$ cat src/rtl/pc_sel_unit.sv
// Fetch-stage program counter with next-PC selection and a one-entry slot that
// holds a redirect arriving during a stall until the stall releases.
module pc_sel_unit #(
  parameter int unsigned     WIDTH      = 16,
  parameter int unsigned     INC        = 1,
  parameter logic [WIDTH-1:0] RESET_PC   = '0,
  parameter logic [WIDTH-1:0] EXC_VECTOR = WIDTH'(4)
) (
  input  logic             Clk,
  input  logic             Rst,
  input  logic             Stall,
  input  logic             BrTaken,
  input  logic [WIDTH-1:0] BrTarget,
  input  logic             JrValid,
  input  logic [WIDTH-1:0] JrTarget,
  input  logic             ExcReq,
  output logic [WIDTH-1:0] Pc,
  output logic [WIDTH-1:0] Npc,
  output logic             PendValid,
  output logic             Redirected
);

  logic [WIDTH-1:0] pc_q, pc_d;
  logic [WIDTH-1:0] pend_target_q, pend_target_d;
  logic             pend_valid_q, pend_valid_d;
  logic             redir_q, redir_d;
  logic [WIDTH-1:0] live_target;
  logic             live_redir;

  assign Npc         = pc_q + WIDTH'(INC);
  assign live_redir  = JrValid | BrTaken;
  assign live_target = JrValid ? JrTarget : BrTarget;

  always_comb begin
    pc_d          = pc_q;
    pend_valid_d  = pend_valid_q;
    pend_target_d = pend_target_q;
    redir_d       = 1'b0;
    if (ExcReq) begin
      pc_d         = EXC_VECTOR;
      pend_valid_d = 1'b0;
      redir_d      = 1'b1;
    end else if (Stall) begin
      // Only the oldest redirect is kept; later ones come from a flushed path.
      if (live_redir && !pend_valid_q) begin
        pend_target_d = live_target;
        pend_valid_d  = 1'b1;
      end
    end else if (pend_valid_q) begin
      pc_d         = pend_target_q;
      pend_valid_d = 1'b0;
      redir_d      = 1'b1;
    end else if (live_redir) begin
      pc_d    = live_target;
      redir_d = 1'b1;
    end else begin
      pc_d = Npc;
    end
  end

  always_ff @(posedge Clk) begin
    if (Rst) begin
      pc_q          <= RESET_PC;
      pend_valid_q  <= 1'b0;
      pend_target_q <= '0;
      redir_q       <= 1'b0;
    end else begin
      pc_q          <= pc_d;
      pend_valid_q  <= pend_valid_d;
      pend_target_q <= pend_target_d;
      redir_q       <= redir_d;
    end
  end

  assign Pc         = pc_q;
  assign PendValid  = pend_valid_q;
  assign Redirected = redir_q;

endmodule

$ cat config.mk
export PLATFORM = sky130hd
export DESIGN_NAME = pc_sel_unit
export DESIGN_NICKNAME = d
export VERILOG_FILES = /design/src/rtl/pc_sel_unit.sv
export SDC_FILE = /design/constraint.sdc
export NUM_CORES = 1
export LEC_CHECK = 0
export BUFFER_PORTS_ARGS = -buffer_cell sky130_fd_sc_hd__buf_2
export CORE_ASPECT_RATIO = 1.4
export CORE_MARGIN = 1.5
export CORE_UTILIZATION = 35
export CTS_CLUSTER_DIAMETER = 100
export DETAILED_ROUTE_END_ITERATION = 6
export GPL_ROUTABILITY_DRIVEN = 0
export PLACE_DENSITY = 0.55
export SLEW_MARGIN = 20
export SYNTH_ARGS = -nofsm -noshare
export SYNTH_HDL_FRONTEND = slang
export SYNTH_SLANG_ARGS = --single-unit
$ cat constraint.sdc
create_clock -name Clk -period 2.3 [get_ports Clk]
set_input_delay 0 -clock Clk [delete_from_list [all_inputs] [get_ports Clk]]
set_output_delay 0 -clock Clk [all_outputs]
set_load 0.02 [all_outputs]
======== Word level (Yosys, flattened, before mapping) ========
Cells that the tools add are included.
operators by class
  muxes and demuxes ....................... 9
  reduce and logical (&&, ||, !) cells .... 5
  bitwise operators ....................... 3
  add/subtract/negate cells ............... 1
  equality and inequality tests ........... 1
operator list
  operator               count
  $mux 16                3
  $add 16x1->16 const B  1
  $mux 3                 2
  $mux 1                 4
  $reduce_and 3->1       1
  $reduce_or 3->1        1
  $ne 2x1->1 const B     1
  $not 1->1              2
  $reduce_or 2->1        1
  $logic_and 1x1->1      1
  $logic_not 1->1        1
  $or 1x1->1             1
storage, ports and cells
  bits in registers ....................... 34

======== Logic depth before layout (Yosys ltp) ========
Gate-level depths: netlist of the first run.
  word-level depth ........................ 5
  mapped depth ............................ 6
  gate-level depth less buffers ........... 5

======== Least setup slack after synthesis of the first run ========
No wires, ideal clock.
  kind .................................... register to register
  start point ............................. reg pc_q[0] (netlist: Pc[0])
  end point ............................... reg pc_q[10] (netlist: Pc[10])
  required time ........................... 2209 ps
  slack ................................... 552 ps
  stages on the path, launching flop included .. 7
  library setup time ...................... 91 ps
  period minus slack after synthesis ...... 1748 ps
  arrival ................................. 1657 ps
  path through ............................ dfxtp_1 > ha_1 > and3_1 > buf_6 > nand2_2 > or3_1 > a311oi_1
on the way
  cells in the longest elaborated chain, start to end .. 3
RTL lines
  what                      line  RTL
  start: declaration        23    logic [WIDTH-1:0] pc_q, pc_d;
  start signal: assignment  68    pc_q <= pc_d;
  $add 16x1->16             30    assign Npc = pc_q + WIDTH'(INC);
  $mux 16                   53    end else if (live_redir) begin
  $mux 16                   49    end else if (pend_valid_q) begin
Every way passes these cells.
A chain may end at the register's enable or synchronous reset.

======== Worst setup path in the final report of the first run ========
  start point ............................. reg pc_q[0] (netlist: Pc[0])
  end point ............................... out Npc[10]
on the way
  cells in the longest elaborated chain, start to end .. 1
RTL lines
  what              line  RTL
  $add 16x1->16     30
  end: declaration  18    output logic [WIDTH-1:0] Npc,
Every way passes these cells.

==> flow_metrics.tcl, run 1 <==
set metrics [dict create \
    antenna_found_initial 0 \
    placed_cells 403 \
    path_clk_slew_ns 0.08 \
    cp-end-kind "output port" \
    setup_tns_ns 0 \
    drc_errors 0 \
    final.period_utilization_pct 87.93 \
    dieArea_um2 6802 \
    critPathLaunchType "flop" \
    vias_per_cell 5.544 \
    stdcell_count 412 \
    synth_edf_count 0 \
    drt_wl_total_um 6347 \
    intPower_mw 0.9842 \
    status "completed" \
    die_y_um 96.99 \
    ys.flop_type "dfxtp_1" \
    htree_levels 2 \
    cts_setup_buffers 0 \
    finalPower_mw 1.425 \
    critPathKind "reg2out" \
    hold_viol_final 0 \
    grtUsageTotal_pct 18.88 \
    irDropWorstVdd_mv 0.2694 \
    p_per_area_nw_per_um2 532.1 \
    cts_tree "yes" \
    drv_slew 0 \
    required_ns 2.30 \
    antenna-diode-count 0 \
    netlist_area_um2 2208 \
    synth_nets 315 \
    ys_ff_latch 34 \
    fmax_mhz 494.5 \
    placementRows 34 \
    ioPinCount 72 \
    dp_hpwl_um 4689 \
    wl_per_cell_um 15.41 \
    slew_headroom_pct 54.75 \
    reg2reg_slack_ns 0.48 \
    layout_min_cycle_time_ns 2.022 \
    cts_made_buffers 5 \
    switching_share_pct 30.95 \
    drtIter0Drc 193 \
    vias 2284 \
    critPathMaxFanout 7 \
    final_cell_mix "buf_2 (71), dfxtp_1 (34), nor2_1 (27), a21oi_1 (26), nand2_1 (18)" \
    setup_violations 0 \
    drive_above_1_share_pct 28.82 \
    ant_nets 0 \
    max_cap_violations 0 \
    cp.arrival_ns 2.02 \
    utilization_pct 43.43 \
    first_global_vias 2046 \
    syn2layout_area_growth_pct 21.30 \
    root_buffer "clkbuf_8" \
    start_util_pct 35.80 \
    insertion_delay_ns 0.29 \
    hold_path.class "in2reg" \
    rsz0062_at_grt "false" \
    layout_commonest_cell "buf_2" \
    drt_pass1_iterations 4 \
    grt_pass1_wl_um 10230 \
    cts.sinks 34 \
    synthArstFlopShare_pct 0 \
    seq_power_share_pct 45.8 \
    p_comb_share_pct 21.2 \
    cellLeakagePower_nw 1.158 \
    core_region_area_um2 6168 \
    port_buffers 71 \
    tightest_slew_ns 0.6751 \
    synth_cell_types 58 \
    cts_resized 0 \
    clockBufferDepth 2 \
    yosysSeqAreaShare_pct 30.82 \
    grt_max_degree 32 \
    grt_overflow 0 \
    nNetsFinal 378 \
    syn_inst 276 \
    avgSynthCellArea_um2 8.001 \
    synth-warning-count 0 \
    cts_hold_buffers 1 \
    fin_worst_skew_ns 0.008846 \
    p_sw_mw 0.4411 \
    p_clk_share_pct 33.0 \
    die_x_um 70.14 \
]
[metal layers]
| metal | up-vias | wire length, um | track usage (%) |
|---|---|---|---|
| met2 | 75 | 2984 | 30.33 |
| met3 | 13 | 339 | 2.813 |
| met1 | 1054 | 2869 | 25.31 |
| li1 | 1142 | - | - |
| met5 | - | 0 | 0 |
| met4 | 0 | 153 | 7.396 |
[cells by family after synthesis]
| family | synth area share, % |
|---|---|
| XOR/XNOR | 5.156 |
| flip-flops | 30.82 |
| AO/OA/AOI/OAI | 28.33 |
| AND/OR/NAND/NOR | 22.55 |
| buffers and inverters | 7.535 |
| multiplexers | 5.043 |
| adder cells (fa/ha/maj) | 0.5665 |
[cell usage after synthesis, drive strengths merged, types with 3 or more instances]
| cell type | instances | area (um^2) |
|---|---|---|
| o211a | 4 | 40.04 |
| clkbuf | 8 | 32.53 |
| a21oi | 26 | 130.1 |
| nor3 | 5 | 35.03 |
| inv | 9 | 33.78 |
| nor4 | 3 | 31.28 |
| o21a | 3 | 22.52 |
| mux2i | 10 | 100.1 |
| nand3b | 4 | 30.03 |
| dfxtp | 34 | 680.7 |
| nor2b | 4 | 25.02 |
| a211o | 3 | 26.28 |
| buf | 15 | 96.34 |
| xnor2 | 11 | 96.34 |
| nand3 | 9 | 45.04 |
| a211oi | 15 | 112.6 |
| nand2 | 19 | 73.82 |
| a221oi | 3 | 38.79 |
| o21ai | 16 | 80.08 |
| nand2b | 4 | 25.02 |
| nor2 | 28 | 112.6 |
| a22oi | 3 | 22.52 |
| nand4 | 7 | 43.79 |
[per-stage QoR]
step | hold slack [ns] | setup slack, ns | cell area (um^2)
finish | 0.01876 | 0.2776 | 2679
global route | 0.03860 | 0.1445 | 2679
CTS | 0.01215 | 0.2744 | 2679
detailed placement | 0.3037 | 0.5078 | 2577
global placement | 0.2928 | 0.5755 | 2577
floorplan | 0.1174 | 0.5523 | 2208
[critical path, stage by stage, from the launching register on]
cell and delay [ns]:
dfxtp_1 0.44, ha_1 0.29, and3_1 0.34, nand2_2 0.09, or3_1 0.34, nand2_1 0.08, buf_2 0.16
[power groups by stage]
stage | clock [mW] | sequential, mW | combinational [mW]
floorplan | 0 | 0.671 | 0.195
global placement | 0 | 0.665 | 0.299
detailed placement | 0 | 0.666 | 0.300
CTS | 0.486 | 0.653 | 0.303
global route | 0.514 | 0.659 | 0.334
finish | 0.470 | 0.653 | 0.302
[flip-flops by register name (all words and copies together) (netlist names)]
name	count
Pc	16
pend_target_q	16
PendValid	1
Redirected	1
[cell type report]
cell class / count / area (um^2)
clock inverter: 1 / 5.005
clock buffer: 7 / 86.33
multi-input combinational: 209 / 1361
inverter: 10 / 37.54
fill: 639 / 3490
timing repair buffer: 79 / 417.9
tap: 72 / 90.09
sequential: 34 / 680.7
[worst paths after layout]
kind	end	cells after the start	start
worst max-delay path	Npc[10]	6	Pc[0]$_SDFFE_PP0N_
worst min-delay path	pend_target_q[0]$_SDFFE_PP0P_	3	JrTarget[0]
worst max register to register	Pc[8]$_SDFFE_PP0N_	5	Pc[0]$_SDFFE_PP0N_
worst min register to register	pend_target_q[12]$_SDFFE_PP0P_	2	pend_target_q[12]$_SDFFE_PP0P_
(Power assumes the default switching activity.)
==> run 2, diff against run 1 <==
--- a/config.mk
+++ b/config.mk
@@ -8,12 +8,11 @@
 export BUFFER_PORTS_ARGS = -buffer_cell sky130_fd_sc_hd__buf_2
 export CORE_ASPECT_RATIO = 1.4
 export CORE_MARGIN = 1.5
-export CORE_UTILIZATION = 35
+export CORE_UTILIZATION = 45
 export CTS_CLUSTER_DIAMETER = 100
 export DETAILED_ROUTE_END_ITERATION = 6
 export GPL_ROUTABILITY_DRIVEN = 0
-export PLACE_DENSITY = 0.55
-export SLEW_MARGIN = 20
+export PLACE_DENSITY = 0.68
 export SYNTH_ARGS = -nofsm -noshare
 export SYNTH_HDL_FRONTEND = slang
 export SYNTH_SLANG_ARGS = --single-unit
==> flow_metrics.tcl, run 2 (synthesis results as in run 1) <==
set metrics [dict create \
    status "completed" \
    rsz0062_at_grt "false" \
    finalPower_mw 1.357 \
    slew_headroom_pct 50.37 \
    port_buffers 71 \
    min_path_cells 3 \
    cts_resized 0 \
    finalInstanceArea_um2 2636 \
    hold_end "pend_target_q[0]$_SDFFE_PP0P_" \
    nNetsFinal 376 \
    place_area_um2 2560 \
    critPathMaxFanout 7 \
    fin_worst_skew_ns 0.007323 \
    reg2reg_slack_ns 0.46 \
    path_clk_slew_ns 0.07 \
    hold_path.class "in2reg" \
    dieArea_um2 5342 \
    cp.arrival_ns 2.00 \
    worst_slack_ns 0.2981 \
    grt_pass1_wl_um 9515 \
    rr_worst_depth 5 \
    drt_wl_total_um 5828 \
    cp-end-kind "output port" \
    dp_hpwl_um 4404 \
    hp-start "BrTarget[0]" \
    cts_hold_buffers 0 \
    antenna-diode-count 0 \
    irDropWorstVdd_mv 0.2419 \
    start_util_pct 46.33 \
    setup_violations 0 \
    drt_pass1_iterations 4 \
    grtUsageTotal_pct 22.27 \
    cp_cell_sequence "ha_1 > and3_1 > nand2_2 > or3_1 > nand2_1 > buf_2" \
    placementRows 30 \
    placed_cells 394 \
    wl_per_cell_um 14.53 \
    tightest_slew_ns 0.7418 \
    utilization_pct 55.30 \
    vias 2248 \
    drtIter0Drc 131 \
    slowest_delay_ns 0.43 \
    drv_slew 0 \
    grt_max_degree 32 \
    cellLeakagePower_nw 1.139 \
    final_cell_mix "buf_2 (71), dfxtp_1 (34), nor2_1 (27), a21oi_1 (26), nand2_1 (18)" \
    hold_viol_final 0 \
    r2r-end "Pc[10]$_SDFFE_PP0N_" \
    max_cap_violations 0 \
    insertion_delay_ns 0.28 \
    p_per_area_nw_per_um2 514.9 \
    drive_above_1_share_pct 28.19 \
    r2r-start "Pc[0]$_SDFFE_PP0N_" \
    clockBufferDepth 2 \
    cts_tree "yes" \
    drc_errors 0 \
    fmax_mhz 499.5 \
    htree_levels 2 \
    post-place-ws_ns 0.4692 \
    grt_overflow 0 \
    required_ns 2.30 \
    whs_ns 0.01089 \
    final.period_utilization_pct 87.04 \
    first_global_vias 1982 \
    setup_tns_ns 0 \
    vias_per_cell 5.606 \
    critPathKind "reg2out" \
    die_y_um 85.89 \
    ioPinCount 72 \
    ant_nets 0 \
    cpMaxStageDelayCell "dfxtp_1" \
    cts.sinks 34 \
    layout_min_cycle_time_ns 2.002 \
    layout_commonest_cell "buf_2" \
    core_region_area_um2 4767 \
    critPathLaunchType "flop" \
    stdcell_count 401 \
    cts_setup_buffers 0 \
    die_x_um 62.21 \
    syn2layout_area_growth_pct 19.38 \
    antenna_found_initial 0 \
    root_buffer "clkbuf_8" \
    cts_made_buffers 5 \
]
run 2: power by group:
group | internal [mW] | leakage [nW] | switching [mW]
logic | 0.120 | 0.822 | 0.176
registers | 0.621 | 0.278 | 0.0335
clock network | 0.208 | 0.0383 | 0.199
total | 0.949 | 1.14 | 0.408
run 2: layout make-up:
cell class	count	area, um^2
fill	475	2131
tap	64	80.08
clock buffer	7	76.32
inverter	10	37.54
timing repair buffer	77	400.4
sequential	34	680.7
multi-input combinational	209	1361
run 2: how the worst max path moves through the flow:
stage	depth (start not counted)	slack, ns	start	endpoint
5_1_grt	6	0.17	Pc[0]$_SDFFE_PP0N_	Npc[10]
6_report	6	0.30	Pc[0]$_SDFFE_PP0N_	Npc[10]
3_5_place_dp	5	0.47	Pc[0]$_SDFFE_PP0N_	Pc[10]$_SDFFE_PP0N_
4_1_cts	6	0.30	Pc[0]$_SDFFE_PP0N_	Npc[10]
2_1_floorplan	6	0.55	Pc[0]$_SDFFE_PP0N_	Pc[10]$_SDFFE_PP0N_
3_3_place_gp	5	0.57	Pc[0]$_SDFFE_PP0N_	Pc[10]$_SDFFE_PP0N_
run 2: routing by layer:
layer,vias up,GRT usage [%],part of all wire [%]
li1,1140,-,-
met4,0,9.091,1.5
met5,-,0,0
met3,9,4.593,6.0
met2,88,37.75,49
met1,1011,27.69,44
run 2: worst max-delay path, delay by kind of cell (launching register included):
family / cells / cell delay (ns)
adder cells (fa/ha/maj): 1 / 0.28
flip-flops: 1 / 0.43
buffers and inverters: 1 / 0.16
AND/OR/NAND/NOR: 4 / 0.86
==> run 3, diff against run 2 <==
--- a/config.mk
+++ b/config.mk
@@ -6,13 +6,15 @@
 export NUM_CORES = 1
 export LEC_CHECK = 0
 export BUFFER_PORTS_ARGS = -buffer_cell sky130_fd_sc_hd__buf_2
+export CELL_PAD_IN_SITES_DETAIL_PLACEMENT = 1
+export CELL_PAD_IN_SITES_GLOBAL_PLACEMENT = 2
 export CORE_ASPECT_RATIO = 1.4
 export CORE_MARGIN = 1.5
-export CORE_UTILIZATION = 45
+export CORE_UTILIZATION = 28
 export CTS_CLUSTER_DIAMETER = 100
 export DETAILED_ROUTE_END_ITERATION = 6
 export GPL_ROUTABILITY_DRIVEN = 0
-export PLACE_DENSITY = 0.68
+export PLACE_DENSITY = 0.75
 export SYNTH_ARGS = -nofsm -noshare
 export SYNTH_HDL_FRONTEND = slang
 export SYNTH_SLANG_ARGS = --single-unit
==> flow_metrics.tcl, run 3 (synthesis results as in run 1) <==
set metrics [dict create \
    rsz0062_at_grt "false" \
    die_x_um 78.06 \
    placed_cells 432 \
    port_buffers 71 \
    p_comb_share_pct 20.3 \
    layout_commonest_cell "buf_2" \
    grtUsageTotal_pct 17.98 \
    stdcell_count 441 \
    cp_cell_sequence "ha_1 > and3_1 > nand4_1 > xnor2_1 > buf_2" \
    setup_violations 0 \
    wl_per_cell_um 16.50 \
    nNetsFinal 379 \
    tightest_slew_ns 0.7671 \
    place_area_um2 2620 \
    cellLeakagePower_nw 1.167 \
    required_ns 2.30 \
    ioPinCount 72 \
    switching_share_pct 30.02 \
    start_util_pct 28.67 \
    drive_above_1_share_pct 28.74 \
    clockBufferDepth 2 \
    vias 2278 \
    dp_hpwl_um 5556 \
    p_sw_mw 0.4583 \
    max_cap_violations 0 \
    syn2layout_area_growth_pct 23.91 \
    antenna_found_initial 0 \
    cp-end-kind "output port" \
    layout_min_cycle_time_ns 2.083 \
    utilization_pct 35.53 \
    finalPower_mw 1.526 \
    critPathLaunchType "flop" \
    drt_pass1_iterations 4 \
    insertion_delay_ns 0.29 \
    final.period_utilization_pct 90.56 \
    setup_tns_ns 0 \
    root_buffer "clkbuf_8" \
    grt_overflow 0 \
    grt_pass1_wl_um 11850 \
    placementRows 38 \
    ant_nets 0 \
    critPathKind "reg2out" \
    cpMaxStageDelayCell "dfxtp_1" \
    first_global_vias 2315 \
    p_clk_share_pct 36.9 \
    finalInstanceArea_um2 2736 \
    final_cell_mix "buf_2 (71), dfxtp_1 (34), nor2_1 (27), a21oi_1 (26), nand2_1 (18)" \
    cts_made_buffers 5 \
    cts_resized 0 \
    path_clk_slew_ns 0.08 \
    die_y_um 108.1 \
    drt_wl_total_um 7276 \
    core_region_area_um2 7702 \
    seq_power_share_pct 42.8 \
    worst_slack_ns 0.2171 \
    grt_max_degree 32 \
    dieArea_um2 8436 \
    fin_worst_skew_ns 0.01145 \
    cts.sinks 34 \
    critPathMaxFanout 7 \
    antenna-diode-count 0 \
    cts_tree "yes" \
    drv_slew 0 \
    drc_errors 0 \
    intPower_mw 1.068 \
    slowest_delay_ns 0.44 \
    post-place-ws_ns 0.4572 \
    drtIter0Drc 106 \
    vias_per_cell 5.166 \
    htree_levels 2 \
    slew_headroom_pct 48.58 \
    status "completed" \
    fmax_mhz 480.1 \
    cts_setup_buffers 0 \
    cp.arrival_ns 2.08 \
    p_per_area_nw_per_um2 557.8 \
    hold_path.class "in2reg" \
    whs_ns 0.01029 \
    irDropWorstVdd_mv 0.2581 \
    hold_viol_final 0 \
]
run 3: final cells by class:
cell class / instances / area (um^2)
Clock buffer: 7 / 76.32
Clock inverter: 1 / 30.03
Fill cell: 1003 / 4966
Inverter: 10 / 37.54
Multi-Input combinational cell: 209 / 1361
Sequential cell: 34 / 680.7
Tap cell: 100 / 125.1
Timing Repair Buffer: 80 / 425.4
run 3: critical path: cells and delay by family (launching register included):
kind                       cells  cell delay [ns]
and+or+nand+nor                2             0.57
DFF                            1             0.44
xor gates and xnor gates       1             0.29
adders and majority gates      1             0.28
buffers and inverters          1             0.22
run 3: power by group through the flow:
| stage | Combinational, mW | Sequential, mW | Clock (mW) |
|---|---|---|---|
| 2_1_floorplan | 0.195 | 0.671 | 0 |
| 3_3_place_gp | 0.308 | 0.666 | 0 |
| 3_5_place_dp | 0.311 | 0.667 | 0 |
| 4_1_cts | 0.314 | 0.653 | 0.571 |
| 5_1_grt | 0.345 | 0.659 | 0.599 |
| 6_report | 0.310 | 0.653 | 0.563 |
run 3: path summary, 6_finish.rpt:
path                                       from                       endpoint  cells after the start  slack (ns)
setup reg to reg             Pc[0]$_SDFFE_PP0N_            Pc[10]$_SDFFE_PP0N_                      5        0.42
setup / recovery             Pc[0]$_SDFFE_PP0N_                         Npc[8]                      5        0.22
hold reg to reg   pend_target_q[8]$_SDFFE_PP0P_  pend_target_q[8]$_SDFFE_PP0P_                      2        0.50
hold / removal                      JrTarget[0]  pend_target_q[0]$_SDFFE_PP0P_                      3        0.01
run 3: repair_timing:
item / in CTS / in global routing
hold endpoints to repair: 1 / 0
hold buffers: 1 / 0
endpoints found under the setup margin: 0 / 0
run 3: layer usage:
layer / share of wire [%] / vias to the layer above / track usage [%]
met3: 3.1 / 11 / 2.532
met2: 51 / 45 / 31.99
met4: 1.9 / 0 / 5.740
met1: 44 / 1086 / 22.19
li1: - / 1136 / -
met5: 0 / - / 0
